### config.mk
export PLATFORM = sky130hd
export DESIGN_NAME = fix_length_packets2bytes
export DESIGN_NICKNAME = d
export VERILOG_FILES = /design/src/rtl/flp2b_pkg.sv /design/src/rtl/flp2b_word_shifter.sv /design/src/rtl/fix_length_packets2bytes.sv
export SDC_FILE = /design/constraint.sdc
export NUM_CORES = 1
export LEC_CHECK = 0
export CAP_MARGIN = 5
export CORE_MARGIN = 2
export CORE_UTILIZATION = 55
export CTS_BUF_LIST = sky130_fd_sc_hd__clkbuf_4 sky130_fd_sc_hd__clkbuf_8
export DETAILED_ROUTE_END_ITERATION = 10
export PLACE_DENSITY_LB_ADDON = 0.2
export SYNTH_ARGS = -nofsm -noshare
export SYNTH_HDL_FRONTEND = slang
export SYNTH_SLANG_ARGS = --single-unit
### constraint.sdc
create_clock -name clock_clk -period 9.6 [get_ports clock_clk]
set_clock_uncertainty 0.05 [all_clocks]
set_input_delay 1.92 -clock clock_clk [delete_from_list [all_inputs] [get_ports clock_clk]]
set_output_delay 1.92 -clock clock_clk [all_outputs]
set_load 0.02 [all_outputs]
### src/rtl/flp2b_pkg.sv
// Shared types and helpers for the fixed-length packet to byte stream converter.
package flp2b_pkg;

  // Framing state: waiting for a start-of-packet, or inside a packet.
  typedef enum logic {
    IDLE = 1'b0,
    RUN  = 1'b1
  } state_t;

  localparam int BYTES_PER_WORD       = 4;
  localparam int DEFAULT_PACKET_BYTES = 256;

  // Number of valid bytes in a word; empty only counts on the EOP beat.
  function automatic logic [2:0] nbytes_of(input logic eop, input logic [1:0] empty);
    return eop ? (3'(BYTES_PER_WORD) - {1'b0, empty}) : 3'(BYTES_PER_WORD);
  endfunction

endpackage

### src/rtl/flp2b_word_shifter.sv
// Holding register for one 32-bit word, emitted MSB byte first.
// Optional byte-level framing outputs are enabled by FLP2B_SOP_EOP_OUT_EN.
module flp2b_word_shifter (
  input  logic        clock_clk,
  input  logic        reset_reset,
  input  logic        i_load,
  input  logic [31:0] i_data,
  input  logic [2:0]  i_nbytes,
`ifdef FLP2B_SOP_EOP_OUT_EN
  input  logic        i_sop_mark,
  input  logic        i_eop_mark,
  output logic        o_sop,
  output logic        o_eop,
`endif
  input  logic        i_out_ready,
  output logic        o_in_ready,
  output logic [7:0]  o_data,
  output logic        o_valid
);

  logic [31:0] r_data;
  logic [2:0]  r_cnt;
  logic        r_valid;
  logic        w_xfer;
  logic        w_last_xfer;

  assign w_xfer      = r_valid & i_out_ready;
  assign w_last_xfer = w_xfer & (r_cnt == 3'd1);

  // NOTE: the sink is held off while reset is asserted; the register-empty
  // term alone would report ready during reset.
  assign o_in_ready = ~reset_reset & (~r_valid | w_last_xfer);
  assign o_data     = r_data[31:24];
  assign o_valid    = r_valid;

  // Load a new word (may coincide with draining the last byte) or shift one byte out.
  always_ff @(posedge clock_clk or posedge reset_reset) begin
    if (reset_reset) begin
      r_data  <= '0;
      r_cnt   <= '0;
      r_valid <= 1'b0;
    end else if (i_load) begin
      // NOTE: non-blocking assignments keep every register update tied to the
      // pre-edge values, so drain and reload in one cycle cannot race.
      r_data  <= i_data;
      r_cnt   <= i_nbytes;
      r_valid <= (i_nbytes != 3'd0);
    end else if (w_xfer) begin
      r_data  <= {r_data[23:0], 8'h00};
      r_cnt   <= r_cnt - 3'd1;
      r_valid <= (r_cnt != 3'd1);
    end
  end

`ifdef FLP2B_SOP_EOP_OUT_EN
  logic r_sop;
  logic r_eop;
  logic r_eop_word;

  assign o_sop = r_sop;
  assign o_eop = r_eop;

  // Byte framing flags follow the same load/shift/hold timing as the data.
  always_ff @(posedge clock_clk or posedge reset_reset) begin
    if (reset_reset) begin
      r_sop      <= 1'b0;
      r_eop      <= 1'b0;
      r_eop_word <= 1'b0;
    end else if (i_load) begin
      r_sop      <= i_sop_mark;
      r_eop_word <= i_eop_mark;
      r_eop      <= i_eop_mark & (i_nbytes == 3'd1);
    end else if (w_xfer) begin
      r_sop      <= 1'b0;
      r_eop      <= r_eop_word & (r_cnt == 3'd2);
    end
  end
`endif

endmodule

### src/rtl/fix_length_packets2bytes.sv
// Fixed-length Avalon-ST packet (32-bit words) to 8-bit byte stream converter
// with framing checks reported on frame_err.
// Define FLP2B_SOP_EOP_OUT_EN to add byte-level SOP/EOP outputs.
module fix_length_packets2bytes
  import flp2b_pkg::*;
#(
  parameter int PACKET_BYTES = DEFAULT_PACKET_BYTES,
  parameter int CNT_W        = 13
) (
  input  logic        clock_clk,
  input  logic        reset_reset,
  input  logic [31:0] asi_in0_data,
  input  logic        asi_in0_valid,
  output logic        asi_in0_ready,
  input  logic        asi_in0_startofpacket,
  input  logic        asi_in0_endofpacket,
  input  logic [1:0]  asi_in0_empty,
  output logic [7:0]  aso_out0_data,
  output logic        aso_out0_valid,
  input  logic        aso_out0_ready,
`ifdef FLP2B_SOP_EOP_OUT_EN
  output logic        aso_out0_startofpacket,
  output logic        aso_out0_endofpacket,
`endif
  output logic        frame_err
);

  state_t           r_state;
  logic [CNT_W-1:0] r_cnt;
  logic             r_frame_err;

  logic             w_accept;
  logic             w_keep;
  logic             w_load;
  logic             w_len_done;
  logic             w_end;
  logic             w_err;
  logic [2:0]       w_nbytes;
  logic [CNT_W-1:0] w_base;
  logic [CNT_W-1:0] w_sum;

  assign w_accept = asi_in0_valid & asi_in0_ready;
  assign w_nbytes = nbytes_of(asi_in0_endofpacket, asi_in0_empty);

  // Words outside a packet are dropped unless they open a new one.
  assign w_keep = (r_state == RUN) | asi_in0_startofpacket;
  assign w_load = w_accept & w_keep;

  // A SOP word always restarts the count, including when it truncates a packet.
  assign w_base     = ((r_state == RUN) && !asi_in0_startofpacket) ? r_cnt : '0;
  assign w_sum      = w_base + CNT_W'(w_nbytes);
  assign w_len_done = (w_sum == CNT_W'(PACKET_BYTES));
  assign w_end      = asi_in0_endofpacket | w_len_done;

  // Violations: stray word, SOP inside a packet, EOP and length disagreeing.
  assign w_err = w_accept & (~w_keep
                           | ((r_state == RUN) & asi_in0_startofpacket)
                           | (asi_in0_endofpacket ^ w_len_done));

  assign frame_err = r_frame_err;

  // Framing FSM, packet byte counter and registered error pulse.
  always_ff @(posedge clock_clk or posedge reset_reset) begin
    if (reset_reset) begin
      r_state     <= IDLE;
      r_cnt       <= '0;
      r_frame_err <= 1'b0;
    end else begin
      r_frame_err <= w_err;
      if (w_load) begin
        if (w_end) begin
          r_state <= IDLE;
          r_cnt   <= '0;
        end else begin
          r_state <= RUN;
          r_cnt   <= w_sum;
        end
      end
    end
  end

  flp2b_word_shifter u_shifter (
    .clock_clk   (clock_clk),
    .reset_reset (reset_reset),
    .i_load      (w_load),
    .i_data      (asi_in0_data),
    .i_nbytes    (w_nbytes),
`ifdef FLP2B_SOP_EOP_OUT_EN
    .i_sop_mark  (asi_in0_startofpacket),
    .i_eop_mark  (w_end),
    .o_sop       (aso_out0_startofpacket),
    .o_eop       (aso_out0_endofpacket),
`endif
    .i_out_ready (aso_out0_ready),
    .o_in_ready  (asi_in0_ready),
    .o_data      (aso_out0_data),
    .o_valid     (aso_out0_valid)
  );

endmodule

# Word level (Yosys, flattened, before mapping)
# Index checks and enable logic that the tools add are counted.
op_classes:
  n_addsub: 3
  eq_ne: 3
  n_mux: 10
  bitwise_logic: 16
  n_reduce_logical: 4
op_table:
  columns: ["operator", "count"]
  rows:
  - ["32-bit 2-to-1 mux", 2]
  - ["13-bit 2-to-1 mux", 2]
  - ["13-bit by 3-bit adder with 13-bit output", 1]
  - ["13-bit by 9-bit == test with 1-bit output, second input constant", 1]
  - ["3-bit 2-to-1 mux", 3]
  - ["1-bit bitwise AND", 7]
  - ["1-bit bitwise OR", 5]
  - ["3-bit by 1-bit == test with 1-bit output, second input constant", 1]
  - ["1-bit 2-to-1 mux", 3]
  - ["3-bit by 1-bit != test with 1-bit output, second input constant", 1]
  - ["1-bit NOT", 3]
  - ["3-bit nonzero test", 1]
  - ["3-bit by 1-bit subtractor with 3-bit output, second input constant", 1]
  - ["3-bit by 2-bit subtractor with 3-bit output, first input constant", 1]
  - ["2-bit nonzero test", 1]
  - ["1-bit logical AND", 1]
  - ["1-bit logical NOT", 1]
  - ["1-bit bitwise XOR", 1]
word_totals:
  register_bits: 51
  in_bits: 40
  out_inout_bits: 11
  wordCells: 42

# Logic depth before layout (Yosys ltp)
depth:
  depth_word: 8
  ltp_mapped: 16
  ltp_nobuf: 16

# Modules after synthesis
# A second synthesis with hierarchy kept.
unflattened:
  hier_cells: 318
  area_unflattened_um2: 2917.8
by_module_without_submodules:
  columns: ["module", "n_inst", "cells_each", "area_each_um2", "seq_area_each_um2"]
  rows:
  - ["flp2b_word_shifter", 1, 172, 1712.9, 900.9]
  - ["fix_length_packets2bytes", 1, 146, 1204.9, 375.4]

# Worst setup path before layout
# Ideal clock, no wire load.
synth_timing:
  path_type: "input -> register"
  start: "in asi_in0_startofpacket"
  end: "reg r_cnt[11]"
  setup_ps: 128
  arrival_ps: 4843
  required_time_ps: 9422
  setup_slack_ps: 4579
  stages: 16
  path_buffers: 0
  cell_sequence: "inv_1 > ha_1 > inv_1 > nor2_1 > ha_1 > fa_1 > a21oi_4 > nor2b_1 > or3_1 > a2111oi_2 > o211ai_2 > ha_1 > nand2_1 > a31oi_1 > o21ai_0 > o31ai_1"
synth_between:
  elab_chain_cells: 7
  word_cells_on_any_way: 9
  classes_between: "add/sub: 1; eq/ne: 1; mux: 2; bitwise: 3; reduce/logical: 2"
synth_rtl:
  columns: ["item", "line", "source"]
  rows:
  - ["start, declared", "fix_length_packets2bytes.sv:15", "input logic asi_in0_startofpacket,"]
  - ["1-bit logical NOT", "fix_length_packets2bytes.sv:50", "assign w_base = ((r_state == RUN) && !asi_in0_startofpacket) ? r_cnt : '0;"]
  - ["1-bit logical AND", "fix_length_packets2bytes.sv:50", null]
  - ["13-bit 2-to-1 mux", "fix_length_packets2bytes.sv:50", null]
  - ["13-bit by 3-bit adder with 13-bit output", "fix_length_packets2bytes.sv:51", "assign w_sum = w_base + CNT_W'(w_nbytes);"]
  - ["13-bit by 9-bit == test with 1-bit output", "fix_length_packets2bytes.sv:52", "assign w_len_done = (w_sum == CNT_W'(PACKET_BYTES));"]
  - ["1-bit bitwise OR", "fix_length_packets2bytes.sv:53", "assign w_end = asi_in0_endofpacket | w_len_done;"]
  - ["13-bit 2-to-1 mux", "fix_length_packets2bytes.sv:71", "if (w_end) begin"]
  - ["end signal, assigned", "fix_length_packets2bytes.sv:76", "r_cnt <= w_sum;"]
  - ["end, declared", "fix_length_packets2bytes.sv:29", "logic [CNT_W-1:0] r_cnt;"]
# Several ways; a longest one is shown, not always the timed one.
# A chain may end at the register's enable or synchronous reset.

# Worst setup path after layout
layout_timing:
  start: "in asi_in0_startofpacket"
  end: "reg r_cnt[7]"
# Same word-level chain as after synthesis.

==> flow_summary.yaml <==
run_status:
  outcome: "completed"
global_routing:
  grt_max_degree: 78
  grt_pass1_wl_um: 10500
  antenna_found_initial: 0
  grt_pass1_vias: 2223
  overflow: 0
  grt_usage_pct: 21.8
layout:
  areaGrowthSynthToFinish_pct: 19.0
  fin_area_mm2: 0.00350
  final_common_cell: "nand2_1"
  drive_above_1_share_pct: 6.38
  num_antenna_cells: 0
  final_cell_mix: "nand2_1, dfrtp_1, clkdlybuf4s50_1, o21ai_0, mux2i_1"
  nNetsFinal: 395
timing:
  period_minus_slack_ps: 5800
  setup_tns_ps: 0
  max_freq_mhz: 172
  setup_viol: 0
  rsz0062_at_grt: "false"
  hold_viol_final: 0
  worst_pin_slew_ps: 1050
  slew_violations: 0
  period_share_pct: 60.4
  holdWs_ps: 455
  relSlewSlack_pct: 30.0
floorplanning:
  initial_utilization_pct: 57.1
  die_area_mm2: 0.00594
  die_y_um: 77.1
  num_rows: 26
  core_mm2: 0.00514
  die_w_um: 77.1
  ios: 51
power:
  p_sw_share_pct: 34.9
  internal_power_uw: 511
  power.leakage_nw: 1.56
  vdd_drop_max_v: 0.000131
  switching_power_uw: 274
  powerDensity_mw_per_mm2: 225
  pwr-share-comb_pct: 36.5
  pwr-share-clk_pct: 20.4
  p_seq_share_pct: 43.2
routing:
  wire_per_inst_um: 14.5
  remaining_drc_errors: 0
  drt-total-wl_um: 6020
  first_pass_iters: 4
  via_per_inst: 5.48
  drtIter0Drc: 111
  num_vias: 2274
  drtAntennaViolNets: 0
clocking:
  cts_tree: "done"
  clock_latency_ps: 310
  cts.reportedPaths.clkPinSlew_ps: 100
  cts_resized: 0
  cts_buffers: 5
  cts-htree-levels: 2
  numClockSinks: 51
  clockRootBuffer: "clkbuf_8"
  cts_setup_buffers: 0
  ctsHoldBuffers: 0
  clk_path_buf_depth: 2
placement:
  dpl.hpwl_um: 4130
  io_buffers: 50
  place_area_mm2: 0.00337
  routabilityCongestion: 0.869
logic_synthesis:
  ys.flop_type: "dfrtp_1"
  synth_top_area_share_pct: 43.5
  syn-instance-count: 310
  yosys_warnings: 0
  ys_types: 43
  avgSynthCellArea_um2: 9.47
  ys_seq_area_share_pct: 43.5
  synth_top_area_cell: "dfrtp_1"
  synth_edf_count: 0
  synth_seq_cells: 51
  synth.area.top_cells: "dfrtp_1, mux2i_1, nand2_1"
  synth_area_mm2: 0.00294
  async_flop_share_pct: 100
  syn_nets: 361
critical_path:
  cp_max_fo: 17
  critPathKind: "in -> reg"
  endpoint_kind: "flop"
  cp.required_ps: 9730
  arrival_ps: 5940
  start_kind: "input port"
job:
  max_cap_violations: 0
min_path:
  hp-class: "reg -> reg"
==> path summary, 6_finish.rpt <==
path,endpoint,cells after the start,from,slack (ps)
min in group asynchronous,u_shifter.o_valid$_DFFE_PP0P_,2,reset_reset,2270
max in group asynchronous,r_cnt[9]$_DFFE_PP0P_,2,reset_reset,6570
setup reg to reg,r_cnt[7]$_DFFE_PP0P_,15,r_state$_DFFE_PP0P_,5540
hold reg to reg,u_shifter.r_data[4]$_DFFE_PP0P_,2,u_shifter.r_data[4]$_DFFE_PP0P_,460
hold / removal,u_shifter.r_data[4]$_DFFE_PP0P_,2,u_shifter.r_data[4]$_DFFE_PP0P_,460
setup / recovery,r_cnt[7]$_DFFE_PP0P_,17,asi_in0_startofpacket,3800
==> cell usage after synthesis, types with 2 or more instances <==
master     count
a2111oi_4      2
a21oi_1        6
a21oi_4        2
a22o_1         3
a31oi_1        2
and2_1         2
buf_2          5
buf_4         13
buf_6          2
clkbuf_1       4
dfrtp_1       51
ha_1          10
inv_1         15
mux2i_1       27
nand2_1       62
nand3_1       16
nand3_2        2
nand4_1        5
nor2_1         8
nor4_1         2
o21ai_0       40
o21ai_1        2
o31ai_1        2
xnor2_1        4
xor2_1         5
==> per-stage QoR <==
step	instances	utilization, %	worst slack (ps)	power [mW]
6_report	415	68.0	3800	0.785
5_1_grt	415	68.0	3540	0.840
4_1_cts	415	68.0	3840	0.791
3_5_place_dp	407	65.7	3530	0.631
3_3_place_gp	407	65.7	3720	0.618
2_1_floorplan	310	-	4580	0.559
==> sequential cells by signal, summed over array words and instances (netlist names) <==
register,count
frame_err,1
r_cnt,13
r_state,1
u_shifter.o_valid,1
u_shifter.r_cnt,3
u_shifter.r_data,32
==> power by group through the flow <==
stage / Sequential, mW / Combinational [mW] / Clock, mW
floorplan: 0.328 / 0.231 / 0
global route: 0.349 / 0.319 / 0.172
global placement: 0.340 / 0.278 / 0
finish: 0.339 / 0.286 / 0.160
detailed placement: 0.344 / 0.287 / 0
CTS: 0.339 / 0.289 / 0.163
==> per-layer routing <==
metal	global-route usage, %	share of wire, %	up-vias
met5	0	0	-
met4	6.61	1.9	0
met1	29.3	47	1079
met2	35.2	47	53
met3	5.53	4.6	12
li1	-	-	1130
==> cells by family (layout without fill, tap and decap cells) <==
kind of cell | count (synthesis) | count (layout) | synth area share (%)
adders and majority gates | 11 | 11 | 4.94
xor gates and xnor gates | 9 | 9 | 2.68
AOI/OAI and AO/OA | 64 | 64 | 14.9
muxes | 27 | 27 | 9.20
DFF | 51 | 51 | 43.5
and+or+nand+nor | 109 | 109 | 17.4
buffers and inverters | 39 | 74 | 7.37
==> cell type report <==
| class | count | area (um2) |
|---|---|---|
| Clock buffer | 6 | 82.6 |
| Clock inverter | 2 | 38.8 |
| Fill cell | 450 | 1640 |
| Inverter | 15 | 56.3 |
| Multi-Input combinational cell | 220 | 1450 |
| Sequential cell | 51 | 1280 |
| Tap cell | 70 | 87.6 |
| Timing Repair Buffer | 51 | 508 |
==> critical path, cell delays in order <==
cell,delay (ps)
clkdlybuf4s50_1,450
inv_1,50
ha_1,400
inv_1,250
nor2_1,60
ha_1,220
fa_1,470
a21oi_4,240
nor2b_1,130
or3_1,340
a2111oi_2,410
o211ai_2,160
ha_1,300
nand2_1,190
a31oi_1,60
o21ai_0,180
o21ai_0,110
Note: power is estimated with default switching activity, not from simulation.
